`src/rtl/video_timing_gen_pkg.sv`:
```
// Shared definitions for the raster video timing generator.
//   - Test-pattern select encodings (PAT_*).
//   - Run-control FSM state type.
//   - Default 1280x720 timing constants.
package video_timing_gen_pkg;

  localparam logic [1:0] PAT_HRAMP = 2'd0;
  localparam logic [1:0] PAT_VRAMP = 2'd1;
  localparam logic [1:0] PAT_CHECK = 2'd2;
  localparam logic [1:0] PAT_CONST = 2'd3;

  typedef enum logic [1:0] {
    StIdle,
    StRun,
    StDrain
  } vtg_state_e;

  localparam int unsigned DEF_VIDEO_WIDTH      = 1280;
  localparam int unsigned DEF_VIDEO_HEIGHT     = 720;
  localparam int unsigned DEF_H_FRONT          = 110;
  localparam int unsigned DEF_H_SYNC           = 40;
  localparam int unsigned DEF_H_BACK           = 220;
  localparam int unsigned DEF_V_FRONT          = 5;
  localparam int unsigned DEF_V_SYNC           = 5;
  localparam int unsigned DEF_V_BACK           = 20;
  localparam int unsigned DEF_VIDEO_DATA_WIDTH = 8;

endpackage

```
`src/rtl/vtg_raster_counter.sv`:
```
// Horizontal/vertical raster counter.
// Ports:
//   clk, rst   pixel clock, synchronous active-high reset
//   count_en   advance the raster by one pixel this cycle
//   h_cnt      pixel position within the line, 0..H_TOTAL-1
//   v_cnt      line position within the frame, 0..V_TOTAL-1
//   line_end   h_cnt is on the last pixel of the line
//   frame_end  v_cnt is on the last line of the frame (whole line);
//              the frame wraps when line_end && frame_end
module vtg_raster_counter #(
  parameter int unsigned H_TOTAL = 1650,
  parameter int unsigned V_TOTAL = 750,
  parameter int unsigned H_CNT_W = $clog2(H_TOTAL),
  parameter int unsigned V_CNT_W = $clog2(V_TOTAL)
) (
  input  logic               clk,
  input  logic               rst,
  input  logic               count_en,
  output logic [H_CNT_W-1:0] h_cnt,
  output logic [V_CNT_W-1:0] v_cnt,
  output logic               line_end,
  output logic               frame_end
);

  assign line_end  = (h_cnt == H_CNT_W'(H_TOTAL - 1));
  assign frame_end = (v_cnt == V_CNT_W'(V_TOTAL - 1));

  always_ff @(posedge clk) begin
    if (rst) begin
      h_cnt <= '0;
      v_cnt <= '0;
    end else if (count_en) begin
      if (line_end) begin
        h_cnt <= '0;
        v_cnt <= frame_end ? '0 : v_cnt + 1'b1;
      end else begin
        h_cnt <= h_cnt + 1'b1;
      end
    end
  end

endmodule

```
`src/rtl/video_timing_gen.sv`:
```
// Raster video source with run control and selectable test patterns.
// Ports:
//   clk, rst         pixel clock, synchronous active-high reset
//   enable           run request; a started frame always completes
//   pattern_sel      test pattern (PAT_*), taken at each frame start
//   out_active       pixel valid
//   out_data         pixel value, 0 outside the active area
//   out_hsync        horizontal sync, active-high
//   out_vsync        vertical sync, active-high, whole lines
//   out_frame_start  one-cycle pulse on the first active pixel of a frame
//   busy             run-control FSM is not idle
//   out_frame_cnt    16-bit frame counter (only with VTG_FRAME_COUNTER_EN)
// Optional feature macro: VTG_FRAME_COUNTER_EN adds the frame counter and
// makes pattern 3 show its low bits instead of a constant mid-grey.
// All outputs are registered one cycle after the raster counters.
module video_timing_gen
  import video_timing_gen_pkg::*;
#(
  parameter int unsigned VIDEO_WIDTH      = DEF_VIDEO_WIDTH,
  parameter int unsigned VIDEO_HEIGHT     = DEF_VIDEO_HEIGHT,
  parameter int unsigned H_FRONT          = DEF_H_FRONT,
  parameter int unsigned H_SYNC           = DEF_H_SYNC,
  parameter int unsigned H_BACK           = DEF_H_BACK,
  parameter int unsigned V_FRONT          = DEF_V_FRONT,
  parameter int unsigned V_SYNC           = DEF_V_SYNC,
  parameter int unsigned V_BACK           = DEF_V_BACK,
  parameter int unsigned VIDEO_DATA_WIDTH = DEF_VIDEO_DATA_WIDTH
) (
  input  logic                        clk,
  input  logic                        rst,
  input  logic                        enable,
  input  logic [1:0]                  pattern_sel,
  output logic                        out_active,
  output logic [VIDEO_DATA_WIDTH-1:0] out_data,
  output logic                        out_hsync,
  output logic                        out_vsync,
  output logic                        out_frame_start,
  output logic                        busy
`ifdef VTG_FRAME_COUNTER_EN
  ,
  output logic [15:0]                 out_frame_cnt
`endif
);

  localparam int unsigned H_TOTAL     = VIDEO_WIDTH + H_FRONT + H_SYNC + H_BACK;
  localparam int unsigned V_TOTAL     = VIDEO_HEIGHT + V_FRONT + V_SYNC + V_BACK;
  localparam int unsigned H_CNT_W     = $clog2(H_TOTAL);
  localparam int unsigned V_CNT_W     = $clog2(V_TOTAL);
  localparam int unsigned HSYNC_START = VIDEO_WIDTH + H_FRONT;
  localparam int unsigned HSYNC_END   = VIDEO_WIDTH + H_FRONT + H_SYNC;
  localparam int unsigned VSYNC_START = VIDEO_HEIGHT + V_FRONT;
  localparam int unsigned VSYNC_END   = VIDEO_HEIGHT + V_FRONT + V_SYNC;

  vtg_state_e state_q, state_d;

  logic [H_CNT_W-1:0] h_cnt;
  logic [V_CNT_W-1:0] v_cnt;
  logic               line_end;
  logic               frame_end;
  logic               frame_wrap;
  logic               running;
  logic               frame_first;
  logic [31:0]        h_ext;
  logic [31:0]        v_ext;

  logic [1:0]                  pat_q;
  logic [1:0]                  pat_eff;
  logic                        pat_load;
  logic [VIDEO_DATA_WIDTH-1:0] pix;
  logic                        active_d;
  logic                        hsync_d;
  logic                        vsync_d;
  logic                        fs_d;
  logic [VIDEO_DATA_WIDTH-1:0] data_d;

  assign running     = (state_q != StIdle);
  assign frame_wrap  = line_end && frame_end;
  assign frame_first = (h_cnt == '0) && (v_cnt == '0);
  assign busy        = running;

  // Widened copies so decode compares and checkerboard bit 5 work for any
  // raster size.
  assign h_ext = 32'(h_cnt);
  assign v_ext = 32'(v_cnt);

  vtg_raster_counter #(
    .H_TOTAL (H_TOTAL),
    .V_TOTAL (V_TOTAL),
    .H_CNT_W (H_CNT_W),
    .V_CNT_W (V_CNT_W)
  ) u_raster (
    .clk       (clk),
    .rst       (rst),
    .count_en  (running),
    .h_cnt     (h_cnt),
    .v_cnt     (v_cnt),
    .line_end  (line_end),
    .frame_end (frame_end)
  );

  // Run control: RUN -> DRAIN on enable low; DRAIN only stops at a frame
  // wrap, so frames are never cut short.
  always_comb begin
    state_d = state_q;
    unique case (state_q)
      StIdle:  if (enable) state_d = StRun;
      StRun:   if (!enable) state_d = StDrain;
      StDrain: begin
        if (enable) begin
          state_d = StRun;
        end else if (frame_wrap) begin
          state_d = StIdle;
        end
      end
      default: state_d = StIdle;
    endcase
  end

  // Pattern is sampled at the first pixel of each frame; that pixel itself
  // already uses the freshly selected pattern.
  assign pat_load = (state_q == StIdle) ? enable : frame_first;
  assign pat_eff  = frame_first ? pattern_sel : pat_q;

`ifdef VTG_FRAME_COUNTER_EN
  logic [15:0] frame_cnt_q;
  logic [15:0] fc_lat_q;
  logic [15:0] fc_eff;

  always_ff @(posedge clk) begin
    if (rst) begin
      frame_cnt_q <= '0;
      fc_lat_q    <= '0;
    end else begin
      if (running && frame_wrap) begin
        frame_cnt_q <= frame_cnt_q + 16'd1;
      end
      if (pat_load) begin
        fc_lat_q <= frame_cnt_q;
      end
    end
  end

  assign fc_eff        = frame_first ? frame_cnt_q : fc_lat_q;
  assign out_frame_cnt = frame_cnt_q;
`endif

  always_comb begin
    pix = '0;
    case (pat_eff)
      PAT_HRAMP: pix = VIDEO_DATA_WIDTH'(h_cnt);
      PAT_VRAMP: pix = VIDEO_DATA_WIDTH'(v_cnt);
      PAT_CHECK: pix = {VIDEO_DATA_WIDTH{h_ext[5] ^ v_ext[5]}};
`ifdef VTG_FRAME_COUNTER_EN
      PAT_CONST: pix = VIDEO_DATA_WIDTH'(fc_eff);
`else
      PAT_CONST: pix = {1'b1, {(VIDEO_DATA_WIDTH - 1){1'b0}}};
`endif
      default:   pix = '0;
    endcase
  end

  always_comb begin
    active_d = running && (h_ext < VIDEO_WIDTH) && (v_ext < VIDEO_HEIGHT);
    hsync_d  = running && (h_ext >= HSYNC_START) && (h_ext < HSYNC_END);
    vsync_d  = running && (v_ext >= VSYNC_START) && (v_ext < VSYNC_END);
    fs_d     = active_d && frame_first;
    data_d   = active_d ? pix : '0;
  end

  always_ff @(posedge clk) begin
    if (rst) begin
      state_q         <= StIdle;
      pat_q           <= PAT_HRAMP;
      out_active      <= 1'b0;
      out_data        <= '0;
      out_hsync       <= 1'b0;
      out_vsync       <= 1'b0;
      out_frame_start <= 1'b0;
    end else begin
      state_q         <= state_d;
      if (pat_load) begin
        pat_q <= pattern_sel;
      end
      out_active      <= active_d;
      out_data        <= data_d;
      out_hsync       <= hsync_d;
      out_vsync       <= vsync_d;
      out_frame_start <= fs_d;
    end
  end

endmodule

```
`config.mk`:
```
export PLATFORM = sky130hd
export DESIGN_NAME = video_timing_gen
export DESIGN_NICKNAME = d
export VERILOG_FILES = /design/src/rtl/video_timing_gen_pkg.sv /design/src/rtl/vtg_raster_counter.sv /design/src/rtl/video_timing_gen.sv
export SDC_FILE = /design/constraint.sdc
export NUM_CORES = 1
export LEC_CHECK = 0
export CAP_MARGIN = 20
export CORE_AREA = 2 2 63 59
export CTS_BUF_LIST = sky130_fd_sc_hd__clkbuf_4 sky130_fd_sc_hd__clkbuf_8
export DETAILED_ROUTE_END_ITERATION = 7
export DIE_AREA = 0 0 65 61
export MAX_ROUTING_LAYER = met4
export PLACE_DENSITY_LB_ADDON = 0.25
export SYNTH_ARGS = -nofsm -noshare
export SYNTH_HDL_FRONTEND = slang
export SYNTH_SLANG_ARGS = --single-unit
```
`constraint.sdc`:
```
create_clock -name clk -period 5.4 [get_ports clk]
set_input_delay 0.54 -clock clk [delete_from_list [all_inputs] [get_ports clk]]
set_output_delay 0.54 -clock clk [all_outputs]
set_load 0.02 [all_outputs]
```
==> results of run 1 <==
[area by class of cell]
class / count / area [µm²]
multi-input combinational: 170 / 1110
fill: 279 / 1050
sequential: 37 / 741
timing repair buffer: 17 / 170
clock buffer: 6 / 76.3
tap: 44 / 55.1
clock inverter: 2 / 38.8
inverter: 9 / 33.8
[sequential cells by signal, summed over array words and instances (netlist names)]
| signal | cells |
|---|---|
| out_data | 8 |
| out_frame_start | 1 |
| out_hsync | 1 |
| u_raster.v_cnt | 10 |
| state_q | 2 |
| out_vsync | 1 |
| pat_q | 2 |
| u_raster.h_cnt | 11 |
| out_active | 1 |
[power by group through the flow]
stage | combinational (mW) | sequential [mW] | clock, mW
final | 0.0401 | 0.282 | 0.243
after global routing | 0.0455 | 0.282 | 0.254
after CTS | 0.0398 | 0.281 | 0.244
after detailed placement | 0.0397 | 0.288 | 0
after global placement | 0.0395 | 0.288 | 0
after floorplan | 0.0256 | 0.288 | 0
[kinds of logic after synthesis]
group	synth area share (%)
multiplexers	0.581
buffers and inverters	4.39
AO/OA/AOI/OAI	13.2
adder cells (fa/ha/maj)	4.52
flip-flops	38.2
XOR/XNOR	8.13
AND/OR/NAND/NOR	31.0
[Yosys cell counts, drive strengths merged (7+ instances only)]
| library cell | n |
|---|---|
| a21oi | 10 |
| clkbuf | 8 |
| dfxtp | 37 |
| ha | 7 |
| inv | 9 |
| nand2 | 14 |
| nand3 | 11 |
| nor2 | 30 |
| nor3 | 8 |
| nor4 | 7 |
| o21ai | 8 |
| xnor2 | 8 |
| xor2 | 10 |
[per-layer routing]
metal / global-route usage, % / up-vias / wire [µm] / part of all wire (%)
met3: 4.45 / 8 / 267 / 6.4
met2: 38.3 / 67 / 1870 / 45
li1: - / 833 / - / -
met5: - / - / 0 / 0
met4: 7.29 / 0 / 69 / 1.7
met1: 32.2 / 754 / 1970 / 47
[stage by stage]
stage | instance area [µm²] | power (mW) | hold slack (ns)
2_1_floorplan | 1940 | 0.314 | 0.467
3_3_place_gp | 2110 | 0.327 | 0.504
3_5_place_dp | 2110 | 0.327 | 0.500
4_1_cts | 2230 | 0.565 | 0.510
5_1_grt | 2230 | 0.581 | 0.537
6_report | 2230 | 0.565 | 0.513
[path summary, 6_finish.rpt]
kind | start | to | cells past startpoint
max | state_q[0] | busy | 3
min | state_q[0] | state_q[0] | 1
max reg2reg | u_raster.v_cnt[1] | out_data[3] | 7
min reg2reg | state_q[0] | state_q[0] | 1
==> results.cfg, run 1 <==
[pwr]
power_switching_mw = 0.127
power_frac_comb_pct = 7.1
seqPwrFrac_pct = 49.8
p_leak_nw = 0.838
p_clk_share_pct = 43.1
power_density_nw_per_um2 = 253
intPower_mw = 0.437
vdd_ir_drop_max_mv = 0.132
sw_frac_of_total_pct = 22.5

[cells_and_area]
finalNonFillerCells = 285
synthToLayoutAreaGrowth_pct = 14.9
final_cell_mix = dfxtp_1 (37), nor2_1 (29), clkdlybuf4s50_1 (17)
drive_above_1_share_pct = 7.88
nets = 252
final_common_cell = dfxtp_1
antennaDiodeCount = 0
final_util_pct = 68.0

[floorplanning]
core_um2 = 3280
num_rows = 20
die_y_um = 61
ios = 18
die_area_um2 = 3970
start_util_pct = 59.2
die_w_um = 65

[placement]
dp_hpwl_mm = 3.07
io_buffers = 17
post-place-cells = 277
dp_slack_ns = 3.05
gp_congestion = 0.882

[timing]
rsz0062_at_grt = no
fmax_mhz = 400
tightest_slew_ns = 0.811
post-route-period-util_pct = 46.2
finalSetupTns_ns = 0
finalMaxSlewViolations = 0
setup_violations = 0
final_hold_viol_count = 0
layout_setup_ws_ns = 2.90
min_period_ns = 2.50
slew_headroom_pct = 45.5
fin_worst_skew_ns = 0.00395

[yosys]
yosys.area.top_type = dfxtp_1
yosys_warnings = 0
syn_area_um2 = 1940
synth_seq_cells = 37
yosysUniqueCellTypes = 48
synth_cells = 227
async_flop_share_pct = 0
ys_top_cells_by_area = dfxtp_1 (38%), nor2_1 (5.6%), ha_1 (4.5%), xor2_1 (4.5%), xnor2_1 (3.6%)
syn_avg_cell_area_um2 = 8.54
seq_area_frac_synth_pct = 38.2
syn_nets = 239
synth_top_area_share_pct = 38.2
yosys_most_used_dff = dfxtp_1
synth-edff-count = 0

[cts]
cts_hold_buf = 0
insertion_delay_ns = 0.29
h-tree-depth = 2
postCtsSetupRepairBufs = 0
max-clock-path-buffers = 2
cts-root-buf = clkbuf_8
path_clk_slew_ns = 0.07
cts_buffers = 5
cts_resized = 0
cts_tree = done
cts.sinks = 37

[setup_path]
reg2reg_slack_ns = 2.94
path_buf_inv = 2
worstPathMaxFanout = 9
endpoint_kind = output pin
critPathArrivalTime_ns = 1.96
cp_cell_sequence = nor2_1, inv_1, clkdlybuf4s50_1
cp-start-kind = register
critPathTopFamily = buffers and inverters
critPathKind = register to output pin
max_stage_delay_ns = 0.60
required_ns = 4.86
slowest_stage = clkdlybuf4s50_1

[global_route]
grt_pass1_vias = 1502
grt_max_degree = 13
grt.overflow.total = 0
antenna_found_initial = 0
track_usage_pct = 24.3
grt_pass1_wl_mm = 7.18

[status]
outcome = complete, no violations

[detailed_routing]
drt-total-wl_mm = 4.18
wl_per_cell_um = 14.6
viasPerCell = 5.83
dr_total_vias = 1662
drc = 0
first_pass_iters = 4
ant_nets = 0
drt-initial-drc-count = 106

[hold_path]
hold_class = register to register

[run]
cap_viol_max_count = 0
Note: power is estimated with default switching activity, not from simulation.
==> run 2: changes to the inputs <==
--- a/config.mk
+++ b/config.mk
@@ -6,10 +6,10 @@
 export NUM_CORES = 1
 export LEC_CHECK = 0
 export CAP_MARGIN = 20
-export CORE_AREA = 2 2 63 59
+export CORE_AREA = 2 2 67 63
 export CTS_BUF_LIST = sky130_fd_sc_hd__clkbuf_4 sky130_fd_sc_hd__clkbuf_8
 export DETAILED_ROUTE_END_ITERATION = 7
-export DIE_AREA = 0 0 65 61
+export DIE_AREA = 0 0 69 65
 export MAX_ROUTING_LAYER = met4
 export PLACE_DENSITY_LB_ADDON = 0.25
 export SYNTH_ARGS = -nofsm -noshare
==> constraint.sdc (replaced) <==
create_clock -name clk -period 2.19 [get_ports clk]
set_input_delay 0.219 -clock clk [delete_from_list [all_inputs] [get_ports clk]]
set_output_delay 0.219 -clock clk [all_outputs]
set_load 0.02 [all_outputs]
==> run 2 against run 1 <==
  * Final cell count is 8.4% higher
  * Global-route usage decreased by 0.11 points
  * Combinational power grew to 2.7 times the previous value
  * Final area up 8.8%
  * Via count increased by 5.6%
  * Flip-flop and latch count stayed put
  * Power rose to 2.7 times the previous value
  * Sequential power rose by 150%
  * Worst hold slack is essentially flat
  * Setup slack worse by 2.8 ns
  * Die area is 13% higher
==> results.cfg, run 2 (synthesis results as in run 1) <==
[cells_and_area]
largest_register_ffs = 11
nets = 272
regMostFlops = u_raster.h_cnt
final_cell_mix = dfxtp_1 (37), nor2_1 (29), buf_4 (20)
drive_above_1_share_pct = 16.1
fin_area_um2 = 2420
antennaDiodeCount = 0
synthToLayoutAreaGrowth_pct = 25.0
top_regs = u_raster.h_cnt x11, u_raster.v_cnt x10, out_data x8
final_util_pct = 62.9
final_common_cell = dfxtp_1

[setup_path]
endpoint_kind = register
required_ns = 2.37
worstPathMaxFanout = 6
critPathKind = register to register
cp-start-kind = register
critPathArrivalTime_ns = 2.28

[timing]
finalMaxSlewViolations = 0
layout_setup_ws_ns = 0.0931
min_period_ns = 2.10
finalSetupTns_ns = 0
rsz0062_at_grt = no
post-route-period-util_pct = 95.7
final_hold_viol_count = 0
tightest_slew_ns = 0.470
slew_headroom_pct = 68.4
fmax_mhz = 477
hold_ws_ns = 0.513
fin_worst_skew_ns = 0.00688
setup_violations = 0

[cts]
path_clk_slew_ns = 0.07
cts_tree = done
h-tree-depth = 2
cts-root-buf = clkbuf_8
cts.sinks = 37
insertion_delay_ns = 0.29
cts_buffers = 5
max-clock-path-buffers = 2

[detailed_routing]
drc = 0
ant_nets = 0
drt-initial-drc-count = 62
drt-total-wl_mm = 4.81
dr_total_vias = 1755
first_pass_iters = 4
wl_per_cell_um = 15.6
viasPerCell = 5.68

[floorplanning]
start_util_pct = 50.3
die_w_um = 69
die_area_um2 = 4490
ios = 18
num_rows = 22
core_um2 = 3850
die_y_um = 65

[global_route]
grt_pass1_vias = 1678
track_usage_pct = 24.2
grt_max_degree = 13
antenna_found_initial = 0
grt_pass1_wl_mm = 8.20
grt.overflow.total = 0

[hold_path]
hold_class = register to register

[status]
outcome = complete, no violations

[pwr]
vdd_ir_drop_max_mv = 0.383
power_density_nw_per_um2 = 623
p_leak_nw = 0.970

[placement]
placed_area_um2 = 2270
io_buffers = 17
dp_slack_ns = 0.0795
gp_congestion = 0.919
dp_hpwl_mm = 3.63

[run]
cap_viol_max_count = 0
==> run 2: final timing paths <==
kind                                   startpoint          to  slack [ns]  cells after the start
worst max register to register  u_raster.h_cnt[2]  state_q[1]        0.09                      5
worst min register to register         state_q[0]  state_q[0]        0.51                      1
worst min-delay path                   state_q[0]  state_q[0]        0.51                      1
worst max-delay path            u_raster.h_cnt[2]  state_q[1]        0.09                      5
==> run 2: report_power, final <==
part / switching, mW / internal, mW
clock: 0.254 / 0.453
sequential: 0.0116 / 0.683
combinational: 0.0620 / 0.0480
==> run 2: worst max-delay path, cell delays in order (launching register included) <==
cell and delay (ns):
dfxtp_1 0.37, or4_4 0.59, or3_2 0.51, o41ai_1 0.28, mux2_2 0.21, nor3_1 0.04
==> run 2: stage by stage <==
stage,total power [mW],std cells
after floorplan,0.774,227
after global placement,0.818,301
after detailed placement,0.818,301
after CTS,1.52,309
after global routing,1.56,309
final,1.51,309
==> run 2: layout make-up <==
class / instances / area (µm²)
Tap cell: 48 / 60.1
Clock inverter: 3 / 65.1
Inverter: 9 / 33.8
Timing Repair Buffer: 37 / 320
Clock buffer: 5 / 68.8
Sequential cell: 37 / 741
Multi-Input combinational cell: 170 / 1140
Fill cell: 350 / 1430
==> run 2: repair_timing <==
item,4_1_cts,5_1_grt
endpoints found under the hold margin,0,0
setup buffers,0,0
gates resized for setup,0,4
setup endpoints to repair,0,9
hold buffers,0,0
==> run 2: per-layer routing <==
metal / wire (µm) / vias to the layer above / global-route usage [%] / share of wire (%)
met5: 0 / - / - / 0
met2: 2130 / 64 / 36.8 / 44
li1: - / 875 / - / -
met1: 2200 / 806 / 30.5 / 46
met4: 127 / 0 / 9.56 / 2.6
met3: 353 / 10 / 7.00 / 7.3
==> run 3: changes to the inputs <==
--- a/config.mk
+++ b/config.mk
@@ -8,10 +8,12 @@
 export CAP_MARGIN = 20
 export CORE_AREA = 2 2 67 63
 export CTS_BUF_LIST = sky130_fd_sc_hd__clkbuf_4 sky130_fd_sc_hd__clkbuf_8
+export CTS_CLUSTER_DIAMETER = 100
 export DETAILED_ROUTE_END_ITERATION = 7
 export DIE_AREA = 0 0 69 65
 export MAX_ROUTING_LAYER = met4
 export PLACE_DENSITY_LB_ADDON = 0.25
+export RECOVER_POWER = 50
 export SYNTH_ARGS = -nofsm -noshare
 export SYNTH_HDL_FRONTEND = slang
 export SYNTH_SLANG_ARGS = --single-unit
==> run 3 against run 2 <==
  * Clock skew about the same
  * Worst hold slack improved by 0.00097 ns
  * Flip-flop and latch count unchanged
  * Count of clock-buffer cells in the layout unchanged
  * Register-to-register slack about the same
  * Final cell count unchanged
  * Non-clock buffer count unchanged
  * Sequential power about the same
  * Critical path type unchanged
  * Largest power group unchanged
==> results.cfg, run 3 (synthesis results as in run 1) <==
[global_route]
met1_usage_pct = 30.5
track_usage_pct = 24.2
grt.overflow.total = 0
grt_max_degree = 13
grt_busiest_layer = met2
antenna_found_initial = 0
grt_pass1_vias = 1678
groute.layer.met3.usage_pct = 7.00
grt_pass1_wl_mm = 8.20
use_met2_pct = 36.8

[timing]
finalSetupTns_ns = 0
layout_setup_ws_ns = 0.0903
fmax_mhz = 476
finalMaxSlewViolations = 0
final_hold_viol_count = 0
hold_ws_ns = 0.514
min_period_ns = 2.10
post-route-period-util_pct = 95.9
tightest_slew_ns = 0.474
rsz0062_at_grt = no
fin_worst_skew_ns = 0.00693
setup_violations = 0
slew_headroom_pct = 68.1

[pwr]
p_leak_nw = 1.00
vdd_ir_drop_max_mv = 0.383
power_density_nw_per_um2 = 625

[floorplanning]
num_rows = 22
die_w_um = 69
core_um2 = 3850
die_area_um2 = 4490
die_y_um = 65
ios = 18
start_util_pct = 50.3

[cts]
h-tree-depth = 2
insertion_delay_ns = 0.29
cts_hold_buf = 0
cts_buffers = 5
max-clock-path-buffers = 2
cts.sinks = 37
cts-root-buf = clkbuf_8
cts_tree = done
postCtsSetupRepairBufs = 0
path_clk_slew_ns = 0.07

[hold_path]
hold_class = register to register
holdPathStages = 1

[setup_path]
endpoint_kind = register
worstPathMaxFanout = 6
cp-start-kind = register
required_ns = 2.37
cp_cell_sequence = or4_4, or3_2, o41ai_1, mux2_2, nor3_1
critPathArrivalTime_ns = 2.28
ff2ff_path_depth = 5
slowest_stage = or4_4
critPathKind = register to register
max_stage_delay_ns = 0.59

[run]
cap_viol_max_count = 0

[status]
outcome = complete, no violations

[detailed_routing]
first_pass_iters = 4
wl_per_cell_um = 15.6
dr_total_vias = 1749
ant_nets = 0
drt-initial-drc-count = 74
drt-total-wl_mm = 4.82
viasPerCell = 5.66
drc = 0

[placement]
gp_congestion = 0.919
dp_hpwl_mm = 3.63
placed_area_um2 = 2270
io_buffers = 17
dp_slack_ns = 0.0795

[cells_and_area]
antennaDiodeCount = 0
fin_area_um2 = 2420
largest_register_ffs = 11
nets = 272
regMostFlops = u_raster.h_cnt
final_cell_mix = dfxtp_1 (37), nor2_1 (29), buf_4 (17)
final_common_cell = dfxtp_1
top_regs = u_raster.h_cnt x11, u_raster.v_cnt x10, out_data x8
drive_above_1_share_pct = 15.3
synthToLayoutAreaGrowth_pct = 24.6
## run 3: routing by layer
layer  share of wire, %  vias up
met5                  0        -
met4                2.6        0
met3                6.3        9
met2                 44       49
met1                 47      817
li1                   -      874
## run 3: layout make-up
| type | count | area, µm² |
|---|---|---|
| clock buffer | 5 | 68.8 |
| clock inverter | 3 | 65.1 |
| tap | 48 | 60.1 |
| timing repair buffer | 37 | 313 |
| multi-input combinational | 170 | 1140 |
| fill | 351 | 1440 |
| inverter | 9 | 33.8 |
| sequential | 37 | 741 |
## run 3: timing repair
| action | 4_1_cts | 5_1_grt |
|---|---|---|
| hold endpoints to repair | 0 | 0 |
| gates resized for setup | 0 | 4 |
| endpoints found under the setup margin | 0 | 9 |
## run 3: through the flow
stage	utilization [%]	total power [mW]	instances
2_1_floorplan	-	0.774	227
3_3_place_gp	58.9	0.818	301
3_5_place_dp	58.9	0.818	301
4_1_cts	62.3	1.52	309
5_1_grt	62.7	1.56	309
6_report	62.7	1.51	309
## run 3: critical path, delay by kind of cell (launching register included)
family | cells | cell delay, ns
DFF | 1 | 0.37
and+or+nand+nor | 3 | 1.13
AOI/OAI and AO/OA | 1 | 0.28
muxes | 1 | 0.21
## run 3: final timing paths
kind | start | to | slack, ns
setup / recovery | u_raster.h_cnt[2] | state_q[1] | 0.09
setup reg to reg | u_raster.h_cnt[2] | state_q[1] | 0.09
hold / removal | state_q[0] | state_q[0] | 0.51
hold reg to reg | state_q[0] | state_q[0] | 0.51
## run 3: power breakdown
group | switching (mW) | total [mW] | internal, mW | leakage (nW)
registers | 0.0115 | 0.694 | 0.683 | 0.299
clock network | 0.254 | 0.706 | 0.453 | 0.0681
logic | 0.0627 | 0.109 | 0.0465 | 0.632
total | 0.328 | 1.51 | 1.18 | 1.00
